File: src/rtl/ctrl_pipe_unit.sv
// Pipelined control unit: decode, ID/EX..MEM/WB control regs,
// hazard detection, forwarding selects and event counters.
module ctrl_pipe_unit #(
  parameter int   REG_AW = 5,
  parameter logic FWD_EN = 1'b1,
  parameter int   CNT_W  = 16
) (
  input  logic              clk,
  input  logic              rst,
  input  logic [31:0]       instr_id,
  input  logic              valid_id,
  input  logic              redirect_ex,
  output logic              stall,
  output logic              flush_ifid,
  output logic              illegal_id,
  output logic [1:0]        ex_aluop,
  output logic              ex_alusrc,
  output logic              ex_branch,
  output logic              ex_jump,
  output logic [REG_AW-1:0] ex_rs1,
  output logic [REG_AW-1:0] ex_rs2,
  output logic [1:0]        fwd_a,
  output logic [1:0]        fwd_b,
  output logic              mem_read,
  output logic              mem_write,
  output logic              wb_regwrite,
  output logic [1:0]        wb_sel,
  output logic [REG_AW-1:0] wb_rd,
  output logic [CNT_W-1:0]  stall_cnt,
  output logic [CNT_W-1:0]  flush_cnt
);

  typedef struct packed {
    logic              valid;
    logic [1:0]        aluop;
    logic              alusrc;
    logic              branch;
    logic              jump;
    logic              memread;
    logic              memwrite;
    logic              regwrite;
    logic [1:0]        wb_sel;
    logic [REG_AW-1:0] rd;
    logic [REG_AW-1:0] rs1;
    logic [REG_AW-1:0] rs2;
  } id_ex_t;

  typedef struct packed {
    logic              valid;
    logic              memread;
    logic              memwrite;
    logic              regwrite;
    logic [1:0]        wb_sel;
    logic [REG_AW-1:0] rd;
  } ex_mem_t;

  typedef struct packed {
    logic              valid;
    logic              regwrite;
    logic [1:0]        wb_sel;
    logic [REG_AW-1:0] rd;
  } mem_wb_t;

  id_ex_t  idex;
  ex_mem_t exmem;
  mem_wb_t memwb;
  id_ex_t  dec;

  logic [6:0]        op;
  logic [REG_AW-1:0] f_rd;
  logic [REG_AW-1:0] f_rs1;
  logic [REG_AW-1:0] f_rs2;
  logic              use1;
  logic              use2;
  logic              known;

  assign op    = instr_id[6:0];
  assign f_rd  = instr_id[7 +: REG_AW];
  assign f_rs1 = instr_id[15 +: REG_AW];
  assign f_rs2 = instr_id[20 +: REG_AW];

  always_comb begin
    dec   = '0;
    use1  = 1'b0;
    use2  = 1'b0;
    known = 1'b1;
    unique case (1'b1)
      (op == 7'b0110011): begin
        dec.aluop    = 2'b10;
        dec.regwrite = 1'b1;
        use1         = 1'b1;
        use2         = 1'b1;
      end
      (op == 7'b0010011): begin
        dec.aluop    = 2'b11;
        dec.alusrc   = 1'b1;
        dec.regwrite = 1'b1;
        use1         = 1'b1;
      end
      (op == 7'b0000011): begin
        dec.alusrc   = 1'b1;
        dec.wb_sel   = 2'b01;
        dec.regwrite = 1'b1;
        dec.memread  = 1'b1;
        use1         = 1'b1;
      end
      (op == 7'b0100011): begin
        dec.alusrc   = 1'b1;
        dec.memwrite = 1'b1;
        use1         = 1'b1;
        use2         = 1'b1;
      end
      (op == 7'b1100011): begin
        dec.aluop  = 2'b01;
        dec.branch = 1'b1;
        use1       = 1'b1;
        use2       = 1'b1;
      end
      (op == 7'b1101111),
      (op == 7'b1100111): begin
        dec.alusrc   = 1'b1;
        dec.wb_sel   = 2'b10;
        dec.regwrite = 1'b1;
        dec.jump     = 1'b1;
        use1         = op[3] == 1'b0;
      end
      (op == 7'b0110111),
      (op == 7'b0010111): begin
        dec.alusrc   = 1'b1;
        dec.regwrite = 1'b1;
      end
      default: known = 1'b0;
    endcase
    if (known && valid_id) begin
      dec.valid = 1'b1;
      dec.rd    = dec.regwrite ? f_rd : '0;
      dec.rs1   = use1 ? f_rs1 : '0;
      dec.rs2   = use2 ? f_rs2 : '0;
      if (f_rd == '0) dec.regwrite = 1'b0;
    end else begin
      dec  = '0;
      use1 = 1'b0;
      use2 = 1'b0;
    end
  end

  assign illegal_id = valid_id & ~known;

  // Only sources the ID instruction actually reads can match.
  logic hit_ex;
  logic hit_mem;
  logic load_use;
  logic raw;

  assign hit_ex = idex.valid && (idex.rd != '0) &&
                  ((use1 && idex.rd == f_rs1) ||
                   (use2 && idex.rd == f_rs2));
  assign hit_mem = exmem.valid && (exmem.rd != '0) &&
                   ((use1 && exmem.rd == f_rs1) ||
                    (use2 && exmem.rd == f_rs2));

  assign load_use = idex.memread & hit_ex;
  assign raw      = (FWD_EN == 1'b0) &&
                    ((idex.regwrite && hit_ex) ||
                     (exmem.regwrite && hit_mem));

  assign stall      = valid_id & (load_use | raw) & ~redirect_ex;
  assign flush_ifid = redirect_ex;

  function automatic logic [1:0] fsel(
    input logic [REG_AW-1:0] rs,
    input ex_mem_t           m,
    input mem_wb_t           w
  );
    logic [1:0] s;
    s = 2'b00;
    if (m.valid && m.regwrite && m.rd != '0 && m.rd == rs)
      s = 2'b10;
    else if (w.valid && w.regwrite && w.rd != '0 && w.rd == rs)
      s = 2'b01;
    return s;
  endfunction

  assign fwd_a = FWD_EN ? fsel(idex.rs1, exmem, memwb) : 2'b00;
  assign fwd_b = FWD_EN ? fsel(idex.rs2, exmem, memwb) : 2'b00;

  always_ff @(posedge clk or posedge rst) begin
    if (rst) begin
      idex      <= '0;
      exmem     <= '0;
      memwb     <= '0;
      stall_cnt <= '0;
      flush_cnt <= '0;
    end else begin
      idex           <= (redirect_ex || stall) ? '0 : dec;
      exmem.valid    <= idex.valid;
      exmem.memread  <= idex.memread;
      exmem.memwrite <= idex.memwrite;
      exmem.regwrite <= idex.regwrite;
      exmem.wb_sel   <= idex.wb_sel;
      exmem.rd       <= idex.rd;
      memwb.valid    <= exmem.valid;
      memwb.regwrite <= exmem.regwrite;
      memwb.wb_sel   <= exmem.wb_sel;
      memwb.rd       <= exmem.rd;
      if (stall && stall_cnt != '1)
        stall_cnt <= stall_cnt + 1'b1;
      if (redirect_ex && flush_cnt != '1)
        flush_cnt <= flush_cnt + 1'b1;
    end
  end

  assign ex_aluop    = idex.aluop;
  assign ex_alusrc   = idex.alusrc;
  assign ex_branch   = idex.branch;
  assign ex_jump     = idex.jump;
  assign ex_rs1      = idex.rs1;
  assign ex_rs2      = idex.rs2;
  assign mem_read    = exmem.memread;
  assign mem_write   = exmem.memwrite;
  assign wb_regwrite = memwb.regwrite;
  assign wb_sel      = memwb.wb_sel;
  assign wb_rd       = memwb.rd;

endmodule

File: config.mk
export PLATFORM = sky130hd
export DESIGN_NAME = ctrl_pipe_unit
export DESIGN_NICKNAME = d
export VERILOG_FILES = /design/src/rtl/ctrl_pipe_unit.sv
export SDC_FILE = /design/constraint.sdc
export NUM_CORES = 1
export LEC_CHECK = 0
export BUFFER_PORTS_ARGS = -buffer_cell sky130_fd_sc_hd__buf_2
export CORE_ASPECT_RATIO = 2
export CORE_MARGIN = 1
export CORE_UTILIZATION = 25
export CTS_CLUSTER_DIAMETER = 200
export DETAILED_ROUTE_END_ITERATION = 16
export GPL_TIMING_DRIVEN = 0
export SLEW_MARGIN = 40
export SYNTH_ARGS = -nofsm -noshare
export SYNTH_HDL_FRONTEND = slang
export SYNTH_SLANG_ARGS = --single-unit
File: constraint.sdc
create_clock -name clk -period 3.51 [get_ports clk]
set_input_delay 0.702 -clock clk [delete_from_list [all_inputs] [get_ports clk]]
set_output_delay 0.702 -clock clk [all_outputs]
set_load 0.02 [all_outputs]
### After elaboration in Yosys (flattened, before gate mapping)

Cells that the tools add are included.

| storage, ports and cells | value |
|---|---|
| register bits | 78 |
| input port bits | 36 |
| output and inout bits | 64 |
| logic and storage cells | 104 |

| operators by class | value |
|---|---|
| add/sub/neg operators | 2 |
| equality and inequality tests | 17 |
| mux-type cells | 27 |
| bitwise operators | 7 |
| reductions and logical operators | 27 |

Operator list:

| operator | count |
|---|---|
| $add A16 B1 Y16 const B | 2 |
| $ne A16 B16 Y1 const B | 2 |
| $eq A5 B5 Y1 | 6 |
| $mux W26 | 1 |
| $eq A7 B6 Y1 const B | 3 |
| $eq A7 B7 Y1 const B | 3 |
| $logic_and A1 B1 Y1 | 15 |
| $mux W1 | 15 |
| $mux W15 | 1 |
| $mux W5 | 3 |
| $reduce_bool A5 Y1 | 3 |
| $eq A7 B5 Y1 const B | 2 |
| $reduce_or A7 Y1 | 2 |
| $reduce_or A9 Y1 | 1 |
| $eq A7 B2 Y1 const B | 1 |
| $mux W7 | 1 |
| $mux W2 | 3 |
| $pmux W2 S3 | 1 |
| $logic_not A5 Y1 | 1 |
| $reduce_or A5 Y1 | 1 |
| $and A1 B1 Y1 | 4 |
| $pmux W2 S2 | 1 |
| $not A1 Y1 | 3 |
| $reduce_or A3 Y1 | 1 |
| 3 further kinds | 4 |

### Depth between registers and ports, before layout

Gate-level depths: netlist of the first run.

| logic depth | value |
|---|---|
| word-level depth | 13 |
| gate-level depth with buffers | 9 |
| depth with buffers taken out | 7 |

### Worst setup path after synthesis of the first run

Ideal clock, no wire load.

| timing | value |
|---|---|
| kind | input -> output |
| start point | input instr_id[3] |
| end point | output stall |
| arrival time | 2.648 ns |
| data required time | 2.808 ns |
| path slack | 0.160 ns |
| stages on the path | 7 |
| buffers on the path | 2 |
| cell sequence | nand4bb_1 -> buf_6 -> a211o_4 -> or4_4 -> and2_4 -> buf_6 -> nor3_1 |

| between the ends | value |
|---|---|
| longest elaborated chain between the ends | 11 |
| elaborated cells between the ends (all ways) | 27 |
| classes of those cells | eq/ne (9); mux (5); bitwise (4); reduce/logical (9) |

RTL lines:

| element | line | text |
|---|---|---|
| start, declared | 10 | `input logic [31:0] instr_id,` |
| $eq A7 B6 Y1, or another cell as far along | 88 | `(op == 7'b0110011): begin` |
| $reduce_or A9 Y1 (no source line) | -- |  |
| $mux W1 | 87 | `unique case (1'b1)` |
| $logic_and A1 B1 Y1 | 134 | `if (known && valid_id) begin` |
| $mux W1 | 134 |  |
| $logic_and A1 B1 Y1 (on tied branches) | 156, 157 |  |
| $logic_or A1 B1 Y1 (*) | 156 | `((use1 && idex.rd == f_rs1) \|\|` |
| $logic_and A1 B1 Y1 (*) | 155 | `assign hit_ex = idex.valid && (idex.rd != '0) &&` |
| $and A1 B1 Y1 (*) | 162 | `assign load_use = idex.memread & hit_ex;` |
| $and A1 B1 Y1 (*) (2 in a row) | 167 | `assign stall = valid_id & (load_use \| raw) & ~redirect_ex;` |
| end, declared | 13 | `output logic stall,` |

Mark *: on every way between the ends. The rest lies on a longest branch, timed or not.

### Worst setup path in the final report of the first run

Same ends and word-level chain as after synthesis.

==> flow_metrics.py, run 1 <==
metrics = {
    "outcome": {
        "status": "finished, final reports clean",
    },
    "clock_network": {
        "cts_root_buf": "clkbuf_16",
        "cts.reportedPaths.clkPinSlew_ns": 0.06,
        "postCtsHoldBufs": 0,
        "cts.sinks": 76,
        "cts_tree": "yes",
        "post-cts-setup-buffer-count": 0,
        "clock_path_buffers": 2,
        "cts_htree_levels": 3,
        "post_cts_resized": 0,
        "cts_buffers": 9,
        "clk_latency_ns": 0.33,
    },
    "pwr": {
        "sw_frac_of_total": 0.262,
        "p_int_mw": 1.58,
        "p_sw_mw": 0.563,
        "p_leak_nw": 2.41,
        "peakVddDrop_mv": 0.190,
        "combPwrFrac": 0.113,
        "clkPwrFrac": 0.440,
        "power_density_nw_per_um2": 462,
        "seq_power_share": 0.446,
    },
    "setup_path": {
        "crit_top_cell": "buf_6",
        "worstSetupPathDepth": 9,
        "critPathTopFamily": "simple AND/OR/NAND/NOR gates",
        "ff2ff_path_depth": 6,
        "rrSetupSlack_ns": 0.99,
        "worst_path_max_delay_cell": "or4_4",
        "reg2reg_from": "idex[11]",
        "r2r_end": "ex_aluop[1]",
        "end_kind": "output pin",
        "crit_fanout": 10,
        "crit_end": "stall",
        "crit_type": "input pin to output pin",
        "worst-path-buf-inv": 4,
        "path_cells": "buf_2, nand4bb_1, buf_6, a211o_4, or4_4, and2_4, buf_6, nor3_2, buf_4",
        "critPathRequiredTime_ns": 2.81,
        "worst_path_largest_cell_delay_ns": 0.50,
        "startpoint_type": "input pin",
        "arrival_ns": 2.69,
        "worstSetupStartpoint": "instr_id[3]",
    },
    "drt": {
        "vias_per_cell": 4.52,
        "met3_length_um": 454,
        "met1_length_um": 3390,
        "drcViolationCount": 0,
        "wirelength_um": 9120,
        "drt-pass1-iter-count": 4,
        "wl_met2_um": 5090,
        "ant_nets": 0,
        "num_vias": 2810,
        "initialDrtViolationCount": 94,
        "routed.top_layer": "met4",
        "routedWlPerCell_um": 14.7,
    },
    "yosys": {
        "synth_edf_count": 0,
        "yosys.area_share.xor_xnor": 0.140,
        "synth_mux_area_frac": 0.0124,
        "synth-seq-cells": 76,
        "synth_compound_area_frac": 0.0339,
        "yosys.area_share.adder": 0.00691,
        "synthArstFlopShare": 1.00,
        "synth.distinct_cells": 44,
        "yosys_most_used_dff": "dfrtp_1",
        "syn_area_per_cell_um2": 11.1,
        "yosys.area_share.simple": 0.218,
        "synth_top_family_by_area": "simple AND/OR/NAND/NOR gates",
        "seq_area_frac_synth": 0.525,
        "synth_area_um2": 3620,
        "syn_nets": 364,
        "postSynthCellCount": 326,
        "ys_warn_count": 0,
    },
    "grt": {
        "grt_pass1_vias": 2956,
        "antenna_found_initial": 1,
        "grt_overflow_total": 0,
        "grt_max_degree": 46,
        "track_usage": 0.132,
        "grt_pass1_wl_um": 15100,
    },
    "floorplan": {
        "placementRows": 61,
        "core_area_um2": 14000,
        "io_pins": 100,
        "fp.dieW_um": 87.1,
        "dieArea_um2": 15000,
        "initial_core_util": 0.258,
        "fp.dieH_um": 172,
    },
    "place": {
        "place_ws_ns": 0.0409,
        "gp_congestion": 0.826,
        "io_buffers": 89,
        "dp_hpwl_um": 7100,
    },
    "sta": {
        "finalMaxSlewViolations": 0,
        "period_share": 0.967,
        "fmax_mhz": 295,
        "hold_viol": 0,
        "finalCriticalPeriod_ns": 3.39,
        "fin_worst_skew_ns": 0.0104,
        "setup_ws_ns": 0.117,
        "rsz0062_at_grt": "no",
        "worstMarginPinSlew_ns": 0.569,
        "max-slew-margin-rel": 0.618,
        "fin_hold_ws_ns": 0.346,
        "setup_viol": 0,
    },
    "finish": {
        "ff_latch_area_um2": 1900,
        "syn_to_final_growth_pct": 28.5,
        "final_nets": 465,
        "drive_above_1_share": 0.343,
        "most-common-layout-cells": "buf_2, dfrtp_1, xor2_1",
        "mostFrequentLayoutCell": "buf_2",
        "antennaDiodeCount": 0,
        "fillCellCount": 1474,
        "multi_input_area_um2": 1490,
    },
    "run": {
        "cap_violations": 0,
    },
    "hold_path": {
        "hold_path.class": "input pin to async pin",
    },
}
==> how the worst min path moves through the flow <==
stage | endpoint | from | slack [ns]
after floorplan | exmem[6] | idex[16] | 0.33
after global placement | exmem[7] | idex[17] | 0.34
after CTS | flush_cnt[7] | rst | 0.35
after global routing | flush_cnt[3] | rst | 0.36
final | flush_cnt[3] | rst | 0.35
after detailed placement | wb_sel[1] | exmem[6] | 0.35
==> worst register-to-register path, stage by stage, from the launching register on <==
cell       delay [ns]
dfrtp_1          0.44
or4_1            0.53
o2111ai_1        0.40
a21oi_1          0.12
or4b_1           0.50
buf_2            0.20
nor3_1           0.22
==> logic make-up after synthesis <==
family / after synthesis
DFF: 76
and+or+nand+nor: 134
AOI/OAI and AO/OA: 16
buffers and inverters: 36
xor gates and xnor gates: 58
adders and majority gates: 2
muxes: 4
==> power by group through the flow <==
stage / clock, mW / combinational [mW] / sequential, mW
2_1_floorplan: 0 / 0.108 / 1.01
3_3_place_gp: 0 / 0.236 / 0.973
3_5_place_dp: 0 / 0.247 / 0.976
4_1_cts: 0.970 / 0.248 / 0.960
5_1_grt: 1.02 / 0.270 / 0.967
6_report: 0.946 / 0.243 / 0.958
==> registers in the layout (all words and copies together) (netlist names) <==
name	cells
ex_rs2	5
memwb	1
wb_rd	5
wb_sel	2
idex	10
ex_rs1	5
exmem	8
flush_cnt	16
mem_read	1
wb_regwrite	1
ex_branch	1
stall_cnt	16
mem_write	1
ex_alusrc	1
ex_aluop	2
ex_jump	1
==> metrics by stage <==
| stage | instances | utilization | area (µm²) | power [mW] | TNS (ns) |
|---|---|---|---|---|---|
| after floorplan | 326 | - | 3620 | 1.12 | 0 |
| after global placement | 604 | 0.306 | 4300 | 1.21 | -4.57 |
| after detailed placement | 605 | 0.309 | 4340 | 1.22 | 0 |
| after CTS | 621 | 0.331 | 4650 | 2.18 | 0 |
| after global routing | 621 | 0.331 | 4650 | 2.26 | 0 |
| final | 621 | 0.331 | 4650 | 2.15 | 0 |
==> synthesized netlist by cell type, drive strengths merged (4+ instances only) <==
library cell  count  area share
nand4            14       0.024
nor4b             6       0.016
buf              25       0.053
xnor2            27       0.065
nor2             22       0.023
dfrtp            76        0.53
a21oi             4      0.0055
and3              7       0.012
nor3             15       0.021
clkbuf            4      0.0041
xor2             31       0.075
or4               8       0.018
nor4              9       0.023
nand3            14       0.019
and2              8       0.015
mux2              4       0.012
nand2            19       0.020
inv               7      0.0073
==> metal layers <==
layer  vias up  GRT usage
li1       1320          -
met1      1414      0.138
met2        65      0.245
met3        11     0.0353
met4         0     0.0549
met5         -          0
==> area by class of cell <==
cell class | instances | area share
clock buffer | 10 | 0.0514
multi-input combinational | 214 | 0.321
sequential | 76 | 0.409
timing repair buffer | 90 | 0.102
clock inverter | 6 | 0.0151
buffer | 29 | 0.0441
inverter | 7 | 0.00672
tap | 189 | 0.0508
Power figures use the tool's default switching activity.
==> run 2, diff against run 1 <==
- SETUP_SLACK_MARGIN: unset -> 0.3
==> flow_metrics.py, run 2 (synthesis gave the netlist of run 1 again) <==
metrics = {
    "outcome": {
        "status": "finished, final reports clean",
    },
    "pwr": {
        "power_density_nw_per_um2": 461,
        "peakVddDrop_mv": 0.173,
        "p_leak_nw": 2.43,
    },
    "finish": {
        "mostFrequentLayoutCell": "buf_2",
        "drive_above_1_share": 0.346,
        "syn_to_final_growth_pct": 29.0,
        "fillCellCount": 1469,
        "stdcell_count": 622,
        "antennaDiodeCount": 0,
        "final_nets": 466,
        "top_regs": "flush_cnt (16), stall_cnt (16), idex (10)",
        "utilization": 0.333,
        "design_area_um2": 4670,
        "most-common-layout-cells": "buf_2, dfrtp_1, xor2_1",
    },
    "grt": {
        "grt_max_degree": 46,
        "grt_pass1_wl_um": 15000,
        "antenna_found_initial": 0,
        "grt_overflow_total": 0,
        "grt_pass1_vias": 3062,
        "track_usage": 0.133,
    },
    "sta": {
        "period_share": 0.905,
        "finalCriticalPeriod_ns": 3.18,
        "max-slew-margin-rel": 0.557,
        "worstMarginPinSlew_ns": 0.664,
        "fin_worst_skew_ns": 0.0104,
        "setup_viol": 0,
        "hold_viol": 0,
        "fmax_mhz": 315,
        "finalMaxSlewViolations": 0,
        "rsz0062_at_grt": "yes",
    },
    "drt": {
        "vias_per_cell": 4.53,
        "wl_met2_um": 5260,
        "initialDrtViolationCount": 89,
        "routedWlPerCell_um": 15.0,
        "drt-pass1-iter-count": 4,
        "wirelength_um": 9310,
        "num_vias": 2816,
        "ant_nets": 0,
        "met1_length_um": 3390,
        "routed.top_layer": "met4",
        "met3_length_um": 350,
        "drcViolationCount": 0,
    },
    "place": {
        "dp_hpwl_um": 7290,
        "io_buffers": 89,
        "place_inst": 605,
        "placed_area_um2": 4340,
        "gp_congestion": 0.809,
    },
    "floorplan": {
        "placementRows": 61,
        "initial_core_util": 0.258,
        "dieArea_um2": 15000,
        "fp.dieW_um": 87.1,
        "fp.dieH_um": 172,
        "io_pins": 100,
        "core_area_um2": 14000,
    },
    "clock_network": {
        "cts_htree_levels": 3,
        "postCtsHoldBufs": 0,
        "cts_tree": "yes",
        "cts.reportedPaths.clkPinSlew_ns": 0.06,
        "clk_latency_ns": 0.33,
        "cts_root_buf": "clkbuf_16",
        "clock_path_buffers": 2,
        "cts.sinks": 76,
        "cts_buffers": 9,
    },
    "setup_path": {
        "crit_top_cell": "buf_6",
        "startpoint_type": "input pin",
        "worst_path_largest_cell_delay_ns": 0.44,
        "worst_path_max_delay_cell": "or4_4",
        "end_kind": "output pin",
        "critPathTopFamily": "simple AND/OR/NAND/NOR gates",
        "rrSetupSlack_ns": 0.94,
        "worstSetupStartpoint": "instr_id[3]",
        "arrival_ns": 2.47,
        "reg2reg_from": "idex[11]",
        "path_cells": "buf_2, nand4bb_1, buf_6, a211o_4, or4_4, and2_4, buf_6, nor3_4, buf_6",
        "critPathRequiredTime_ns": 2.81,
        "crit_type": "input pin to output pin",
        "crit_fanout": 10,
        "worst-path-buf-inv": 4,
    },
    "hold_path": {
        "hold_path.class": "input pin to async pin",
    },
    "run": {
        "cap_violations": 0,
    },
}
[run 2: cell types whose count changed in the layout (fill, tap and decap cells not counted)]
cell | previous run | this run
clkbuf_1 | 4 | 3
buf_6 | 2 | 3
nor3_4 | 0 | 1
clkbuf_2 | 0 | 1
nor3_2 | 1 | 0
[run 2: metal layers]
metal  vias to the layer above  global-route usage
li1                       1325                   -
met1                      1395               0.128
met2                        73               0.255
met3                        23              0.0272
met4                         0              0.0756
met5                         -                   0
[run 2: repair_timing]
item,in CTS,in global routing
endpoints found under the setup margin,1,1
gates resized for setup,3,2
hold endpoints to repair,0,0
pin swaps,5,0
setup buffers,1,0
[run 2: final timing paths]
kind	cells after the start	endpoint
max in group asynchronous	3	exmem[4]
min in group clk	0	exmem[6]
worst min register to register	0	exmem[6]
worst min-delay path	2	flush_cnt[4]
worst max-delay path	9	stall
worst max register to register	6	ex_aluop[0]
[run 2: area by class of cell]
cell class | instances | area [µm²] | area share
Buffer | 29 | 206 | 0.0442
Clock buffer | 10 | 239 | 0.0512
Clock inverter | 6 | 70.1 | 0.0150
Inverter | 7 | 31.3 | 0.00670
Multi-Input combinational cell | 214 | 1500 | 0.321
Sequential cell | 76 | 1900 | 0.407
Tap cell | 189 | 236 | 0.0506
Timing Repair Buffer | 91 | 487 | 0.104
[run 2: metrics by stage]
| stage | hold slack (ns) | total power, mW | worst slack (ns) | setup TNS, ns |
|---|---|---|---|---|
| final | 0.348 | 2.16 | 0.334 | 0 |
| after global routing | 0.362 | 2.26 | 0.271 | 0 |
| after CTS | 0.350 | 2.18 | 0.315 | 0 |
| after detailed placement | 0.336 | 1.23 | 0.0747 | 0 |
| after global placement | 0.337 | 1.21 | -0.0456 | -2.89 |
| after floorplan | 0.331 | 1.12 | 0.330 | 0 |
[run 2: worst reg2reg max path, delay by kind of cell (launching register included)]
kind | cells | cell delay [ns]
buffers and inverters | 1 | 0.20
AOI/OAI and AO/OA | 2 | 0.57
DFF | 1 | 0.43
and+or+nand+nor | 3 | 1.28
[run 2: power breakdown]
group	internal [mW]	switching (mW)	leakage [nW]
Combinational	0.0952	0.153	1.24
Clock	0.576	0.372	0.153
Sequential	0.915	0.0441	1.04
Total	1.59	0.569	2.43
==> run 3, diff against run 2 <==
- clock period: 3.51 -> 3.6 ns (I/O delays scaled with it)
==> flow_metrics.py, run 3 (synthesis gave the netlist of run 1 again) <==
metrics = {
    "finish": {
        "drive_above_1_share": 0.349,
        "top_regs": "flush_cnt (16), stall_cnt (16), idex (10)",
        "syn_to_final_growth_pct": 30.0,
        "mostFrequentLayoutCell": "buf_2",
        "antennaDiodeCount": 0,
        "ff_latch_area_um2": 1900,
        "multi_input_area_um2": 1500,
        "fillCellCount": 1464,
        "stdcell_count": 624,
        "most-common-layout-cells": "buf_2, dfrtp_1, xor2_1",
        "design_area_um2": 4710,
        "final_nets": 468,
    },
    "setup_path": {
        "startpoint_type": "input pin",
        "ff2ff_path_depth": 6,
        "worst_path_largest_cell_delay_ns": 0.49,
        "crit_fanout": 6,
        "worst_path_max_delay_cell": "or4_4",
        "arrival_ns": 2.54,
        "crit_top_cell": "buf_6",
        "worstSetupPathDepth": 9,
        "critPathTopFamily": "simple AND/OR/NAND/NOR gates",
        "worst-path-buf-inv": 4,
        "crit_type": "input pin to output pin",
        "critPathRequiredTime_ns": 2.88,
        "path_cells": "buf_6, nand4bb_1, buf_6, a211o_4, or4_4, and2_4, buf_12, nor3_4, buf_6",
        "end_kind": "output pin",
    },
    "grt": {
        "antenna_found_initial": 0,
        "grt_overflow_total": 0,
        "grt_max_degree": 46,
        "grt_pass1_vias": 3064,
        "grt_pass1_wl_um": 14900,
        "track_usage": 0.133,
    },
    "floorplan": {
        "fp.dieW_um": 87.1,
        "fp.dieH_um": 172,
        "core_area_um2": 14000,
        "dieArea_um2": 15000,
        "placementRows": 61,
        "initial_core_util": 0.258,
        "io_pins": 100,
    },
    "sta": {
        "finalSetupTns_ns": 0,
        "finalCriticalPeriod_ns": 3.26,
        "worstMarginPinSlew_ns": 0.666,
        "period_share": 0.905,
        "fin_worst_skew_ns": 0.00899,
        "setup_viol": 0,
        "fmax_mhz": 307,
        "max-slew-margin-rel": 0.556,
        "finalMaxSlewViolations": 0,
        "rsz0062_at_grt": "no",
        "fin_hold_ws_ns": 0.348,
        "hold_viol": 0,
    },
    "drt": {
        "vias_per_cell": 4.51,
        "num_vias": 2816,
        "ant_nets": 0,
        "initialDrtViolationCount": 63,
        "routedWlPerCell_um": 14.9,
        "drcViolationCount": 0,
        "drt-pass1-iter-count": 4,
        "wirelength_um": 9310,
    },
    "place": {
        "placed_area_um2": 4340,
        "place_inst": 605,
        "dp_hpwl_um": 7290,
        "gp_congestion": 0.809,
        "io_buffers": 89,
    },
    "clock_network": {
        "cts_buffers": 9,
        "cts_htree_levels": 3,
        "clock_path_buffers": 2,
        "cts_tree": "yes",
        "cts.reportedPaths.clkPinSlew_ns": 0.06,
        "cts_root_buf": "clkbuf_16",
        "clk_latency_ns": 0.33,
        "cts.sinks": 76,
        "postCtsHoldBufs": 0,
    },
    "run": {
        "cap_violations": 0,
    },
    "pwr": {
        "power_density_nw_per_um2": 447,
        "p_leak_nw": 2.45,
        "peakVddDrop_mv": 0.169,
    },
    "hold_path": {
        "hold_path.class": "register to register",
        "min_path_cells": 0,
    },
    "outcome": {
        "status": "finished, final reports clean",
    },
}
## run 3: changes by cell type in the layout (fill, tap and decap cells not counted), sizes merged
cell	change
buf	+2
## run 3: worst register-to-register path: cells and delay by family, from the launching register on
family	cells	cell delay, ns
and+or+nand+nor	3	1.27
AOI/OAI and AO/OA	2	0.56
DFF	1	0.43
buffers and inverters	1	0.20
## run 3: area by class of cell
type                    instances  share of cell area
plain buffers                  29              0.0457
clock buffers                  10              0.0508
clock inverters                 6              0.0149
inverters                       7             0.00664
multi-input cells             214               0.319
flip-flops and latches         76               0.404
well taps                     189              0.0502
repair buffers                 93               0.109
## run 3: layer usage
metal,vias up,wire length (µm),share of wire,global-route usage
met5,-,0,0,0
met4,0,327,0.035,0.0756
met3,27,347,0.037,0.0272
met2,80,5280,0.57,0.255
met1,1386,3350,0.36,0.128
li1,1323,-,-,-
## run 3: worst paths after layout
kind                                end  slack [ns]         from
max in group asynchronous      exmem[4]        2.71          rst
setup / recovery                  stall        0.34  instr_id[2]
hold reg to reg                exmem[6]        0.35     idex[16]
min in group asynchronous  flush_cnt[4]        0.37          rst
hold / removal                 exmem[6]        0.35     idex[16]
setup reg to reg            ex_aluop[0]        1.04     idex[11]
## run 3: where the power goes
group | internal [mW] | switching, mW
clock network | 0.562 | 0.362
registers | 0.892 | 0.0429
logic | 0.0942 | 0.150
## run 3: what timing repair did
action                                  4_1_cts  5_1_grt
pin swaps                                     3        4
resized for setup                             3        7
cloned                                        0        0
setup buffers                                 1        2
endpoints found under the setup margin        1        1
## run 3: per-stage QoR
step                      utilization  worst slack [ns]  power [mW]
after CTS                       0.333             0.314        2.13
after global placement          0.307            0.0264        1.18
after floorplan                     -             0.384        1.09
after detailed placement        0.309             0.129        1.20
final                           0.335             0.341        2.10
after global routing            0.335             0.299        2.20
